[config.mk]
export PLATFORM = sky130hd
export DESIGN_NAME = bcd_seg_scan_flat
export DESIGN_NICKNAME = d
export VERILOG_FILES = /design/src/rtl/bcd_seg_scan_if.sv /design/src/rtl/bcd_seg_scan.sv /design/src/flat_wrapper.sv
export SDC_FILE = /design/constraint.sdc
export NUM_CORES = 1
export LEC_CHECK = 0
export BUFFER_PORTS_ARGS = -buffer_cell sky130_fd_sc_hd__buf_2
export CELL_PAD_IN_SITES_DETAIL_PLACEMENT = 1
export CELL_PAD_IN_SITES_GLOBAL_PLACEMENT = 1
export CORE_ASPECT_RATIO = 1.1
export CORE_UTILIZATION = 43
export DETAILED_ROUTE_END_ITERATION = 16
export PLACE_DENSITY = 0.75
export SYNTH_ARGS = -nofsm -noshare
export SYNTH_HDL_FRONTEND = slang
export SYNTH_SLANG_ARGS = --single-unit
export TNS_END_PERCENT = 20
[constraint.sdc]
create_clock -name clk -period 3.4 [get_ports clk]
set_input_delay 0 -clock clk [delete_from_list [all_inputs] [get_ports clk]]
set_output_delay 0 -clock clk [all_outputs]
set_load 0.01 [all_outputs]
[src/rtl/bcd_seg_scan_if.sv]
// Bus between a display-driver user and the four-digit seven-segment scanner.
// Latency: none, plain wires grouped for port readability.
// Backpressure: none, the scanner is free-running and never stalls its source.
interface bcd_seg_scan_if;
  logic        enable;
  logic [15:0] data;
  logic [3:0]  dp_mask;
  logic [3:0]  an;
  logic [6:0]  seg;
  logic        dp;
  logic        frame_done;

  // Source side: supplies digits and display controls, observes the panel lines.
  modport master (
    output enable, data, dp_mask,
    input  an, seg, dp, frame_done
  );

  // Scanner side: consumes digits, drives the active-low panel lines.
  modport slave (
    input  enable, data, dp_mask,
    output an, seg, dp, frame_done
  );
endinterface

[src/rtl/bcd_seg_scan.sv]
// Four-digit multiplexed seven-segment driver with a per-frame tear-free snapshot of packed BCD.
// Latency: outputs registered; the digit shown in slot cycle n reflects state after the edge that entered n.
// Backpressure: none; free-running scan, optional leading-zero blanking via SEG_LZB_EN.
module bcd_seg_scan #(
  parameter logic [15:0] REFRESH_DIV = 16'd50000,
  parameter logic [15:0] DEAD_CYCLES = 16'd100
) (
  input  logic           clk,
  input  logic           reset,
  bcd_seg_scan_if.slave  bus
);

  // ST_IDLE is held during reset so the first edge after release lands on
  // slot cycle 0 of digit 0 (with a snapshot) instead of advancing to cycle 1.
  typedef enum logic {ST_IDLE, ST_SCAN} state_t;

  state_t      state, state_n;
  logic [15:0] cnt, cnt_n;
  logic [1:0]  idx, idx_n;
  logic [15:0] frame, frame_n;
  logic        snap;
  logic        lzb_blank;
  logic        blank;
  logic [3:0]  an_n;
  logic [6:0]  seg_n;
  logic        dp_n;

  // Segment patterns {g,f,e,d,c,b,a}, active-low; non-BCD codes show a dash.
  function automatic logic [6:0] decode(input logic [3:0] nib);
    logic [6:0] s;
    case (nib)
      4'h0:    s = 7'b1000000;
      4'h1:    s = 7'b1111001;
      4'h2:    s = 7'b0100100;
      4'h3:    s = 7'b0110000;
      4'h4:    s = 7'b0011001;
      4'h5:    s = 7'b0010010;
      4'h6:    s = 7'b0000010;
      4'h7:    s = 7'b1111000;
      4'h8:    s = 7'b0000000;
      4'h9:    s = 7'b0010000;
      default: s = 7'b0111111;
    endcase
    return s;
  endfunction

  // Next scan position and snapshot decision; the snapshot fires on the edge entering digit 0 cycle 0.
  always_comb begin
    state_n = ST_SCAN;
    cnt_n   = cnt + 16'd1;
    idx_n   = idx;
    snap    = 1'b0;
    if (state == ST_IDLE) begin
      cnt_n = 16'd0;
      idx_n = 2'd0;
      snap  = 1'b1;
    end else if (cnt == REFRESH_DIV - 16'd1) begin
      cnt_n = 16'd0;
      idx_n = idx + 2'd1;
      snap  = (idx == 2'd3);
    end
    frame_n = snap ? bus.data : frame;
  end

`ifdef SEG_LZB_EN
  // Leading-zero blanking: a digit goes dark when it and every digit to its left are zero.
  always_comb begin
    lzb_blank = 1'b0;
    case (idx_n)
      2'd1:    lzb_blank = (frame_n[15:4]  == 12'h000);
      2'd2:    lzb_blank = (frame_n[15:8]  == 8'h00);
      2'd3:    lzb_blank = (frame_n[15:12] == 4'h0);
      default: lzb_blank = 1'b0;
    endcase
  end
`else
  assign lzb_blank = 1'b0;
`endif

  // Panel line values for the cycle about to start; dead-time, disable and blanking all go dark.
  always_comb begin
    blank = (cnt_n < DEAD_CYCLES) || !bus.enable || lzb_blank;
    an_n  = 4'b1111;
    seg_n = 7'b1111111;
    dp_n  = 1'b1;
    if (!blank) begin
      an_n  = ~(4'b0001 << idx_n);
      seg_n = decode(frame_n[{idx_n, 2'b00} +: 4]);
      dp_n  = ~bus.dp_mask[idx_n];
    end
  end

  // Scan state and registered outputs, synchronous active-low reset.
  always_ff @(posedge clk) begin
    if (!reset) begin
      state          <= ST_IDLE;
      cnt            <= 16'd0;
      idx            <= 2'd0;
      frame          <= 16'h0000;
      bus.an         <= 4'b1111;
      bus.seg        <= 7'b1111111;
      bus.dp         <= 1'b1;
      bus.frame_done <= 1'b0;
    end else begin
      state          <= state_n;
      cnt            <= cnt_n;
      idx            <= idx_n;
      frame          <= frame_n;
      bus.an         <= an_n;
      bus.seg        <= seg_n;
      bus.dp         <= dp_n;
      bus.frame_done <= snap;
    end
  end

endmodule

[src/flat_wrapper.sv]
// flat-port wrapper written by rule: the top's interface ports become plain ports
module bcd_seg_scan_flat 
#(
  parameter logic [15:0] REFRESH_DIV = 16'd50000,
  parameter logic [15:0] DEAD_CYCLES = 16'd100
)
  (clk, reset, bus_enable, bus_data, bus_dp_mask, bus_an, bus_seg, bus_dp, bus_frame_done);
  bcd_seg_scan_if bus_i ();
  input  logic clk;
  input  logic reset;
  input wire logic [$bits(bus_i.enable)-1:0] bus_enable;
  input wire logic [$bits(bus_i.data)-1:0] bus_data;
  input wire logic [$bits(bus_i.dp_mask)-1:0] bus_dp_mask;
  output wire logic [$bits(bus_i.an)-1:0] bus_an;
  output wire logic [$bits(bus_i.seg)-1:0] bus_seg;
  output wire logic [$bits(bus_i.dp)-1:0] bus_dp;
  output wire logic [$bits(bus_i.frame_done)-1:0] bus_frame_done;
  assign bus_i.enable = bus_enable;
  assign bus_i.data = bus_data;
  assign bus_i.dp_mask = bus_dp_mask;
  assign bus_an = bus_i.an;
  assign bus_seg = bus_i.seg;
  assign bus_dp = bus_i.dp;
  assign bus_frame_done = bus_i.frame_done;
  bcd_seg_scan #(.REFRESH_DIV(REFRESH_DIV), .DEAD_CYCLES(DEAD_CYCLES)) u_core (.clk(clk), .reset(reset), .bus(bus_i));
endmodule
**After elaboration in Yosys (flattened, before gate mapping)**

Memories as Yosys holds them, arrays and structs flattened. A register that Yosys moved wholly into a read port is not among the register bits.
Cells that the tools add are included.

- Register bits: 41
- Memory bits (read-only): 112
- Word-level logic and storage cells: 32
- Memories: 1

Memory list:

| memory | words | bits a word | rd ports | clocked after memory_dff | wr ports | line | RTL |
|---|---|---|---|---|---|---|---|
| (no name shown) | 16 | 7 | 1 | 1 | 0 | bcd_seg_scan.sv:31 | `case (nib)` |

- $add $sub $neg: 2
- $lt $le $gt $ge: 2
- Equal/unequal tests: 2
- Shift operators: 2
- Muxes and demuxes: 10
- Bitwise gates (word level): 3
- Reductions and logical operators: 3

Operators with widths:

| operator | count |
|---|---|
| 2-to-1 mux 16 bit | 3 |
| adder 16 x 1 -> 16 bit, second input constant | 1 |
| equality test 16 bit, second input constant | 1 |
| < comparator 16 x 7 -> 1 bit, second input constant | 1 |
| variable part select 16 x 5 -> 4 bit | 1 |
| 2-to-1 mux 1 bit | 4 |
| 2-to-1 mux 2 bit | 2 |
| inverter 4 bit | 1 |
| left shift 1 x 2 -> 4 bit, first input constant | 1 |
| < comparator 2 x 3 -> 1 bit, second input constant | 1 |
| adder 2 x 1 -> 2 bit, second input constant | 1 |
| binary-select mux 1 bit (select 2 bit) | 1 |
| equality test 2 bit, second input constant | 1 |
| inverter 1 bit | 2 |
| OR reduction 2 bit | 1 |
| logical NOT 1 bit | 1 |
| logical OR 1 bit | 1 |

**Depth between registers and ports, before layout**

Gate-level depths: netlist (run 1).

- Depth after elaboration: 6
- Mapped depth: 13
- Mapped depth without buffers: 11

**Worst setup path after synthesis (run 1)**

OpenSTA, ideal clock, no wires.

- Kind: reg2reg
- Start: register u_core.cnt[4]
- End: register u_core.bus.seg[6]
- Setup time: 0.074 ns
- Arrival time: 2.945 ns
- Required time: 3.326 ns
- Path slack: 0.381 ns
- Cell stages (with the launch flop): 13
- Buffers on the path: 2
- Period minus slack after synthesis: 3.019 ns
- Cells stage by stage: dfxtp_1 > buf_6 > or4b_4 > nor4_4 > buf_6 > mux2_2 > a221oi_1 > a2bb2o_1 > inv_1 > ha_1 > inv_1 > mux2_2 > o21ai_0

- Word-level cells in the longest chain between the ends: 6
- Elaborated cells on any way between the ends: 13
- Those cells by class: add/sub (1); order compare (1); eq/ne (1); shift (1); mux (7); reduce/logical (2)

RTL lines:

| element | line | RTL |
|---|---|---|
| start: declaration | bcd_seg_scan.sv:18 | `logic [15:0] cnt, cnt_n;` |
| start signal: assignment | bcd_seg_scan.sv:106 | `cnt <= cnt_n;` |
| adder 16 x 1 -> 16 bit or equality test 16 bit (tied branches) | bcd_seg_scan.sv:50, bcd_seg_scan.sv:57 |  |
| 2-to-1 mux 16 bit | bcd_seg_scan.sv:57 | `end else if (cnt == REFRESH_DIV - 16'd1) begin` |
| 2-to-1 mux 16 bit | bcd_seg_scan.sv:53 | `if (state == ST_IDLE) begin` |
| < comparator 16 x 7 -> 1 bit | bcd_seg_scan.sv:82 | `blank = (cnt_n < DEAD_CYCLES) \|\| !bus.enable \|\| lzb_blank;` |
| logical OR 1 bit | bcd_seg_scan.sv:82 |  |
| OR reduction 2 bit (no source line) | n/a |  |
| end: declaration | bcd_seg_scan_if.sv:22 | `output an, seg, dp, frame_done` |

Several ways; a longest one is shown, not always the timed one.
A chain may end at the register's enable or synchronous reset.

**Worst setup path after layout (run 1)**

- Start: register u_core.cnt[12]
- End: register u_core.bus.seg[6]

The elaborated chain is that of the path after synthesis.

==> impl_metrics.ini, run 1 <==
[synth]
synth-main-ff-cell = dfxtp_1
yosysTopAreaCellShare_pct = 36.3
ys_seq_area_share_pct = 36.3
synth_nets = 338
synth_area_um2 = 2650
synthTopCellsByArea = dfxtp_1, mux2i_1, nor2_1
syn_area_per_cell_um2 = 8.63
synth_area_leader_cell = dfxtp_1
synth_cells = 307
yosysUniqueCellTypes = 55
yosys_warnings = 0
synth-seq-cells = 48
synth-edff-count = 0
ys_async_sr_fraction_pct = 0

[placed_design]
dp_hpwl_um = 5260
place_congestion = 0.781
place_inst = 422
portBuffers = 35

[worst_setup_path]
worst_ep_arrival_time_ps = 3330
cp.required_ps = 3630
cp_slowest_cell = or4b_4
endpoint_kind = flip-flop
startpoint_type = flip-flop
crit_path_frequent_cell = inv_1
critPathMaxStageDelay_ps = 610
ff2ff_setup_slack_ps = 300
crit_fanout = 5
path_class = reg -> reg
crit_path_cell_trace = or4b_4, or4_4, mux2i_1, a221oi_1, a2bb2o_1, inv_1, ha_1, inv_1, mux2_2, o21ai_0

[clock_network]
htree_levels = 2
cts-root-buf = clkbuf_8
clk-insertion-delay-late_ps = 310
clkTransAtPathRegs_ps = 90
numClockSinks = 48
cts_tree = done
numCtsBuffers = 5
cts_max_path_buffers = 2

[timing]
tns_ps = 0
setup_violations = 0
fin_skew_ps = 9.50
fmax_mhz = 323
rsz0062_at_grt = no
final_hold_viol_count = 0
tightestPinTransition_ps = 568
slew_headroom_pct = 61.9
fin_crit_sh_pct = 91.1
min_period_ps = 3100
slew_violations = 0

[grt]
grt_remaining_overflow = 0
use_met2_pct = 44.9
grt_pass1_wl_um = 12000
met3_usage_pct = 3.59
grt_pass1_vias = 2596
met1_usage_pct = 25.3
antenna_found_initial = 0
busiest_layer = met2
grt_max_degree = 25
grt_use_total_pct = 23.4

[floorplan]
std_cell_rows = 29
die_area_um2 = 6480
start_util_pct = 45.3
core_um2 = 5840
io_pins = 36
die_y_um = 84.3
die_x_um = 76.8

[detailed_routing]
dr.pass1.iters = 4
ant_nets = 0
routed-via-count = 2504
post_drt_wl_per_cell_um = 16.3
dr.first_iter.drc_count = 60
drc_errors = 0
via_per_inst = 5.59
routed_wirelength_um = 7290

[layout]
drive_above_1_share_pct = 21.8
area_growth_pct = 22.8
layoutNonFillerInstCount = 448
antenna_cells = 0
fin_nets = 402

[flow_run]
maxCapViolCount = 0

[power_and_ir_drop]
cellPowerDensity_nw_per_um2 = 319
vdd_drop_max_v = 0.000227
leakage_nw = 1.35

[hold_path]
hold_class = in -> reg

[status]
status = completed
-- stage by stage --
step	utilization [%]	instance area (um2)	hold WS, ps	total power [W]	worst slack, ps
2_1_floorplan	-	2650	27.7	0.000666	381
4_1_cts	55.3	3230	64.7	0.00105	145
6_report	55.7	3250	65.1	0.00104	301
3_3_place_gp	51.0	2980	159	0.000700	310
3_5_place_dp	51.0	2980	156	0.000703	186
5_1_grt	55.7	3250	84.8	0.00109	58.8
-- cell families after synthesis --
kind of cell	count (synthesis)	share of synthesized area, %
adders and majority gates	8	3.78
DFF	48	36.3
xor gates and xnor gates	12	3.97
AOI/OAI and AO/OA	55	15.3
and+or+nand+nor	124	24.9
muxes	22	9.12
buffers and inverters	38	6.66
-- final timing paths --
check | depth (start not counted) | endpoint | start
max | 10 | u_core.bus.seg[6] | u_core.cnt[12]
min | 3 | u_core.bus.dp | bus_dp_mask[2]
max reg2reg | 10 | u_core.bus.seg[6] | u_core.cnt[12]
min reg2reg | 2 | u_core.frame[4] | u_core.frame[4]
-- critical path, delay by kind of cell, from the launching register on --
kind | cells | cell delay (ps)
compound gates | 3 | 770
fa+ha+maj | 1 | 170
buf+inv | 2 | 140
flops | 1 | 370
mux | 2 | 400
simple gates | 2 | 1170
-- layout by cell type, fill, tap and decap left out, drive strengths merged, types with 5 or more instances in the layout --
master | netlist | final
o21ai | 7 | 7
nand4 | 11 | 11
nor2 | 32 | 32
and2 | 5 | 5
nor4 | 6 | 6
mux2i | 17 | 17
nand3 | 17 | 17
xor2 | 7 | 7
nand2 | 25 | 25
ha | 8 | 8
dlygate4sd3 | 0 | 17
inv | 18 | 18
a21oi | 19 | 19
dfxtp | 48 | 48
xnor2 | 5 | 5
clkbuf | 10 | 5
buf | 9 | 59
-- registers in the layout (all words and copies together), names as in the netlist --
name	cells
u_core.bus.an	4
u_core.frame	16
u_core.bus.frame_done	1
u_core.idx	2
u_core.state	1
u_core.cnt	16
u_core.bus.dp	1
u_core.bus.seg	7
-- layer usage --
metal	wire length [um]	share of wire, %
met3	170	2.3
met4	113	1.6
met5	0	0
met2	3880	53
met1	3120	43
-- repair_timing --
action | CTS | global route
endpoints found under the hold margin | 18 | 0
buffers inserted | 0 | 2
setup endpoints to repair | 0 | 2
hold buffers | 17 | 0
gates resized for setup | 0 | 2
-- area by class of cell --
type	count	area (um2)
clock inverters	2	12.5
fillers	711	2590
clock buffers	5	68.8
flip-flops and latches	48	961
inverters	19	71.3
multi-input cells	221	1520
well taps	77	96.3
repair buffers	76	526
-- Yosys cell counts (all sizes together), types with 2 or more instances --
cell and count:
ha 8, xor2 7, a211oi 3, clkbuf 10, a221oi 2, nor2 32
nor2b 2, and3 2, and2 5, and4 4, nor3b 2, nand4bb 2
inv 18, mux2i 17, o31ai 3, mux2 4, xnor2 5, a21oi 19
and3b 2, buf 9, o2111ai 2, a21boi 2, or3 3, o21ai 7
or2 2, nand3 17, nand2 25, nor3 3, a222oi 4, dfxtp 48
a31oi 3, nor4 6, nand4 11, nand2b 3
-- where the power goes --
part	switching, W	total (W)	internal (W)
clock network	0.000193	0.000333	0.000140
registers	0.00000741	0.000582	0.000575
logic	0.0000658	0.000124	0.0000586
total	0.000266	0.00104	0.000773
Power figures use the tool's default switching activity.
==> inputs of run 2 (changes only) <==
==> constraint.sdc (replaced) <==
create_clock -name clk -period 3.25 [get_ports clk]
set_input_delay 0 -clock clk [delete_from_list [all_inputs] [get_ports clk]]
set_output_delay 0 -clock clk [all_outputs]
set_load 0.01 [all_outputs]
==> impl_metrics.ini, run 2 (same netlist as run 1, synthesis figures left out) <==
[status]
status = complete, but fails checks
failed_checks = hold timing

[worst_setup_path]
crit_path_start = u_core.cnt[12]
critPathMaxStageDelay_ps = 590
ff2ff_path_depth = 9
crit_fanout = 7
reg2reg_to = u_core.bus.seg[5]
ff2ff_setup_slack_ps = 180
endpoint = u_core.bus.seg[5]
cp_slowest_cell = or4b_4
worst_ep_arrival_time_ps = 3260
crit_path_cell_trace = or4b_4, or4_4, buf_4, o21ai_4, a222oi_1, mux2_2, ha_1, nor3_1, o31ai_2
startpoint_type = flip-flop
cp.required_ps = 3430
r2r-start = u_core.cnt[12]
endpoint_kind = flip-flop
path_class = reg -> reg

[timing]
setup_violations = 0
fin_crit_sh_pct = 94.5
whs_ps = -2.67
tightestPinTransition_ps = 634
min_period_ps = 3070
fin_skew_ps = 4.96
slew_headroom_pct = 57.3
final_hold_viol_count = 1
slew_violations = 0
tns_ps = 0
fmax_mhz = 326

[grt]
grt_use_total_pct = 24.6
grt_max_degree = 20
grt_pass1_vias = 2684
antenna_found_initial = 0
grt_remaining_overflow = 0
grt_pass1_wl_um = 12700

[power_and_ir_drop]
vdd_drop_max_v = 0.000217
comb_power_share_pct = 12.1
switchingPower_w = 0.000287
total_power_w = 0.00112
cellPowerDensity_nw_per_um2 = 337
intPower_w = 0.000835
power_frac_seq_pct = 54.2
pwr-share-clk_pct = 33.7
swShare_pct = 25.5
leakage_nw = 1.41

[layout]
final_cell_mix = dfxtp_1, buf_2, buf_4
drive_above_1_share_pct = 24.4
antenna_cells = 0
final_common_cell = dfxtp_1
design_area_um2 = 3330
final_util_pct = 57.1
register_area_um2 = 961
fin_nets = 411
multi_input_area_um2 = 1520
fillers = 731
area_growth_pct = 25.8
reg_top3 = u_core.cnt (16), u_core.frame (16), u_core.bus.seg (7)

[detailed_routing]
post_drt_wl_per_cell_um = 16.6
ant_nets = 0
dr.pass1.iters = 4
routed_wirelength_um = 7610
dr.first_iter.drc_count = 95
routed-via-count = 2570
via_per_inst = 5.61
drc_errors = 0

[floorplan]
std_cell_rows = 29
io_pins = 36
die_y_um = 84.3
core_um2 = 5840
die_x_um = 76.8
die_area_um2 = 6480
start_util_pct = 45.3

[hold_path]
hold_class = in -> reg

[clock_network]
htree_levels = 2
cts-root-buf = clkbuf_8
numClockSinks = 48
numCtsBuffers = 5
cts_tree = done
cts_max_path_buffers = 2
clk-insertion-delay-late_ps = 310
clkTransAtPathRegs_ps = 90

[placed_design]
placed_cell_area_um2 = 3030
place_congestion = 0.808
dp_hpwl_um = 5430
portBuffers = 35

[flow_run]
maxCapViolCount = 0
run 2: area by class of cell:
| cell class | count | share of cell area (%) |
|---|---|---|
| Clock buffer | 6 | 2.48 |
| Sequential cell | 48 | 28.8 |
| Multi-Input combinational cell | 221 | 45.6 |
| Tap cell | 77 | 2.89 |
| Timing Repair Buffer | 85 | 17.7 |
| Clock inverter | 2 | 0.300 |
| Inverter | 19 | 2.14 |
run 2: power groups by stage:
stage	registers (W)	logic [W]	clock network (W)
finish	0.000608	0.000135	0.000378
global route	0.000610	0.000150	0.000404
CTS	0.000608	0.000132	0.000392
detailed placement	0.000622	0.000117	0
global placement	0.000622	0.000113	0
floorplan	0.000622	0.0000751	0
run 2: worst min path at each step:
stage	from	end	cells after the start
6_report	bus_data[14]	u_core.frame[14]	3
5_1_grt	bus_data[14]	u_core.frame[14]	3
4_1_cts	bus_data[14]	u_core.frame[14]	3
3_5_place_dp	reset	u_core.state	1
3_3_place_gp	reset	u_core.state	1
2_1_floorplan	reset	u_core.state	0
run 2: stage by stage:
step	instances	setup slack [ps]
after floorplan	307	231
after global placement	428	171
after detailed placement	428	26.4
after CTS	452	0.994
after global routing	458	-18.6
final	458	178
run 2: worst max-delay path: cells and delay by family, from the launching register on:
| kind | cells | cell delay [ps] |
|---|---|---|
| AOI/OAI and AO/OA | 3 | 410 |
| adders and majority gates | 1 | 240 |
| buffers and inverters | 1 | 170 |
| muxes | 1 | 350 |
| and+or+nand+nor | 3 | 1450 |
| DFF | 1 | 320 |
run 2: timing repair:
action | 4_1_cts | 5_1_grt
setup buffers | 0 | 6
pin swaps | 0 | 3
setup endpoints to repair | 1 | 7
gates resized for setup | 1 | 2
hold buffers | 16 | 0
hold endpoints to repair | 17 | 0
run 2: per-layer routing:
| metal | vias to the layer above | GRT usage, % | share of wire, % |
|---|---|---|---|
| met5 | - | 0 | 0 |
| met2 | 40 | 48.0 | 54 |
| li1 | 1243 | - | - |
| met4 | 0 | 10.3 | 2.3 |
| met3 | 15 | 3.70 | 2.2 |
| met1 | 1272 | 25.8 | 41 |
==> inputs of run 3 (changes only) <==
--- a/config.mk
+++ b/config.mk
@@ -5,13 +5,14 @@
 export SDC_FILE = /design/constraint.sdc
 export NUM_CORES = 1
 export LEC_CHECK = 0
+export ABC_AREA = 1
 export BUFFER_PORTS_ARGS = -buffer_cell sky130_fd_sc_hd__buf_2
 export CELL_PAD_IN_SITES_DETAIL_PLACEMENT = 1
 export CELL_PAD_IN_SITES_GLOBAL_PLACEMENT = 1
 export CORE_ASPECT_RATIO = 1.1
-export CORE_UTILIZATION = 43
+export CORE_UTILIZATION = 40
 export DETAILED_ROUTE_END_ITERATION = 16
-export PLACE_DENSITY = 0.75
+export PLACE_DENSITY = 0.74
 export SYNTH_ARGS = -nofsm -noshare
 export SYNTH_HDL_FRONTEND = slang
 export SYNTH_SLANG_ARGS = --single-unit
==> impl_metrics.ini, run 3 <==
[status]
status = completed

[clock_network]
post_cts_buffers = 0
cts_max_path_buffers = 2
numClockSinks = 48
clkTransAtPathRegs_ps = 90
cts_tree = done
clk-insertion-delay-late_ps = 300
numCtsBuffers = 5
htree_levels = 2
cts-root-buf = clkbuf_8

[timing]
slew_violations = 0
fin_skew_ps = 6.67
setup_violations = 0
tightestPinTransition_ps = 540
tns_ps = 0
final_hold_viol_count = 0
slew_headroom_pct = 63.9
fmax_mhz = 370
rsz0062_at_grt = no
fin_crit_sh_pct = 83.1
min_period_ps = 2700
worst_slack_ps = 548

[synth]
syn_area_per_cell_um2 = 6.72
synth_cells = 392
yosys_warnings = 0
ys_async_sr_fraction_pct = 0
synth_area_leader_cell = dfxtp_1
synth_most_common_cell = nand2_1
synth_common_cells = nand2_1, nor2_1, dfxtp_1, nand3_1, inv_1
ys_seq_area_share_pct = 36.5
synth_nets = 423
synth-edff-count = 0
yosysTopAreaCellShare_pct = 36.5
synth-main-ff-cell = dfxtp_1
yosysUniqueCellTypes = 29
synthTopCellsByArea = dfxtp_1, nand2_1, nor2_1
synth_area_um2 = 2630
synth-seq-cells = 48

[grt]
grt_pass1_vias = 2516
grt_use_total_pct = 22.7
grt_remaining_overflow = 0
grt_pass1_wl_um = 12100
grt_max_degree = 29
antenna_found_initial = 0

[floorplan]
die_x_um = 79.4
std_cell_rows = 30
io_pins = 36
die_y_um = 87.1
start_util_pct = 42.0
die_area_um2 = 6910
core_um2 = 6270

[worst_setup_path]
path_class = reg -> reg
r2r-start = u_core.cnt[0]
ff2ff_setup_slack_ps = 550
startpoint_type = flip-flop
endpoint_kind = flip-flop
crit_fanout = 17
crit_path_start = u_core.cnt[0]
cp.required_ps = 3430
worst_ep_arrival_time_ps = 2890

[detailed_routing]
routed-via-count = 2501
drc_errors = 0
routed_wirelength_um = 7090
via_per_inst = 4.88
post_drt_wl_per_cell_um = 13.8
ant_nets = 0
dr.first_iter.drc_count = 78
dr.pass1.iters = 4

[power_and_ir_drop]
vdd_drop_max_v = 0.000196
cellPowerDensity_nw_per_um2 = 399
leakage_nw = 1.40
total_power_w = 0.00122

[layout]
reg_top3 = u_core.cnt (16), u_core.frame (16), u_core.bus.seg (7)
fillers = 857
fin_nets = 463
layoutNonFillerInstCount = 513
multi_input_area_um2 = 1450
drive_above_1_share_pct = 17.1
area_growth_pct = 15.8
final_common_cell = nand2_1
antenna_cells = 0
register_area_um2 = 961
final_cell_mix = nand2_1, nor2_1, dfxtp_1
final_util_pct = 48.7

[placed_design]
pre_cts_ws_ps = 563
portBuffers = 35
dp_hpwl_um = 5470
place_congestion = 0.843
place_inst = 498

[flow_run]
maxCapViolCount = 0

[hold_path]
holdCritStartpoint = bus_data[13]
hold_class = in -> reg
==> run 3: through the flow <==
step	cell area, um2	hold slack (ps)
5_1_grt	3050	19.8
6_report	3050	5.41
3_3_place_gp	2850	152
4_1_cts	3050	1.04
3_5_place_dp	2850	158
2_1_floorplan	2630	27.7
==> run 3: critical path: stages, from the launching register on <==
cell and delay, ps:
dfxtp_1 390, ha_1 300, nand3_4 130, nor2_4 170
nand2_4 100, nand2_8 120, nand2_4 140, nand2_1 130
nand2_1 60, nand2_1 60, o21ai_1 70, nor2_2 250
inv_1 120, ha_1 200, inv_1 50, nand3_1 110
nand3_1 110, nand3_1 60
==> run 3: repair_timing <==
item / in CTS / in global routing
hold buffers: 7 / 0
resized for setup: 0 / 0
endpoints found under the setup margin: 0 / 0
endpoints found under the hold margin: 7 / 0
==> run 3: final cells by class <==
cell class	count	area share, %
clock buffer	7	3.16
clock inverter	1	0.984
inverter	44	5.41
multi-input combinational	290	47.4
sequential	48	31.5
tap	80	3.28
timing repair buffer	43	8.29
==> run 3: report_power, final <==
group	internal [W]	leakage (nW)	switching [W]
sequential	0.000601	0.391	0.00000443
combinational	0.0000475	0.945	0.0000810
clock	0.000272	0.0645	0.000211
total	0.000921	1.40	0.000296
==> run 3: path summary, 6_finish.rpt <==
kind | to | cells after the start
worst max-delay path | u_core.bus.seg[3] | 17
worst min-delay path | u_core.frame[13] | 3
worst max register to register | u_core.bus.seg[3] | 17
worst min register to register | u_core.frame[15] | 2
==> run 3: logic make-up (layout without fill, tap and decap cells) <==
family	after synthesis	in the layout	synth area share, %
adders and majority gates	8	8	3.80
buffers and inverters	54	95	8.65
xor gates and xnor gates	5	5	1.66
DFF	48	48	36.5
and+or+nand+nor	254	254	44.3
AOI/OAI and AO/OA	23	23	5.08
==> run 3: per-layer routing <==
| metal | GRT usage, % | part of all wire (%) | vias to the layer above |
|---|---|---|---|
| li1 | - | - | 1304 |
| met1 | 31.9 | 51 | 1152 |
| met2 | 36.8 | 45 | 41 |
| met3 | 3.14 | 2.8 | 4 |
| met4 | 5.45 | 0.65 | 0 |
| met5 | 0 | 0 | - |
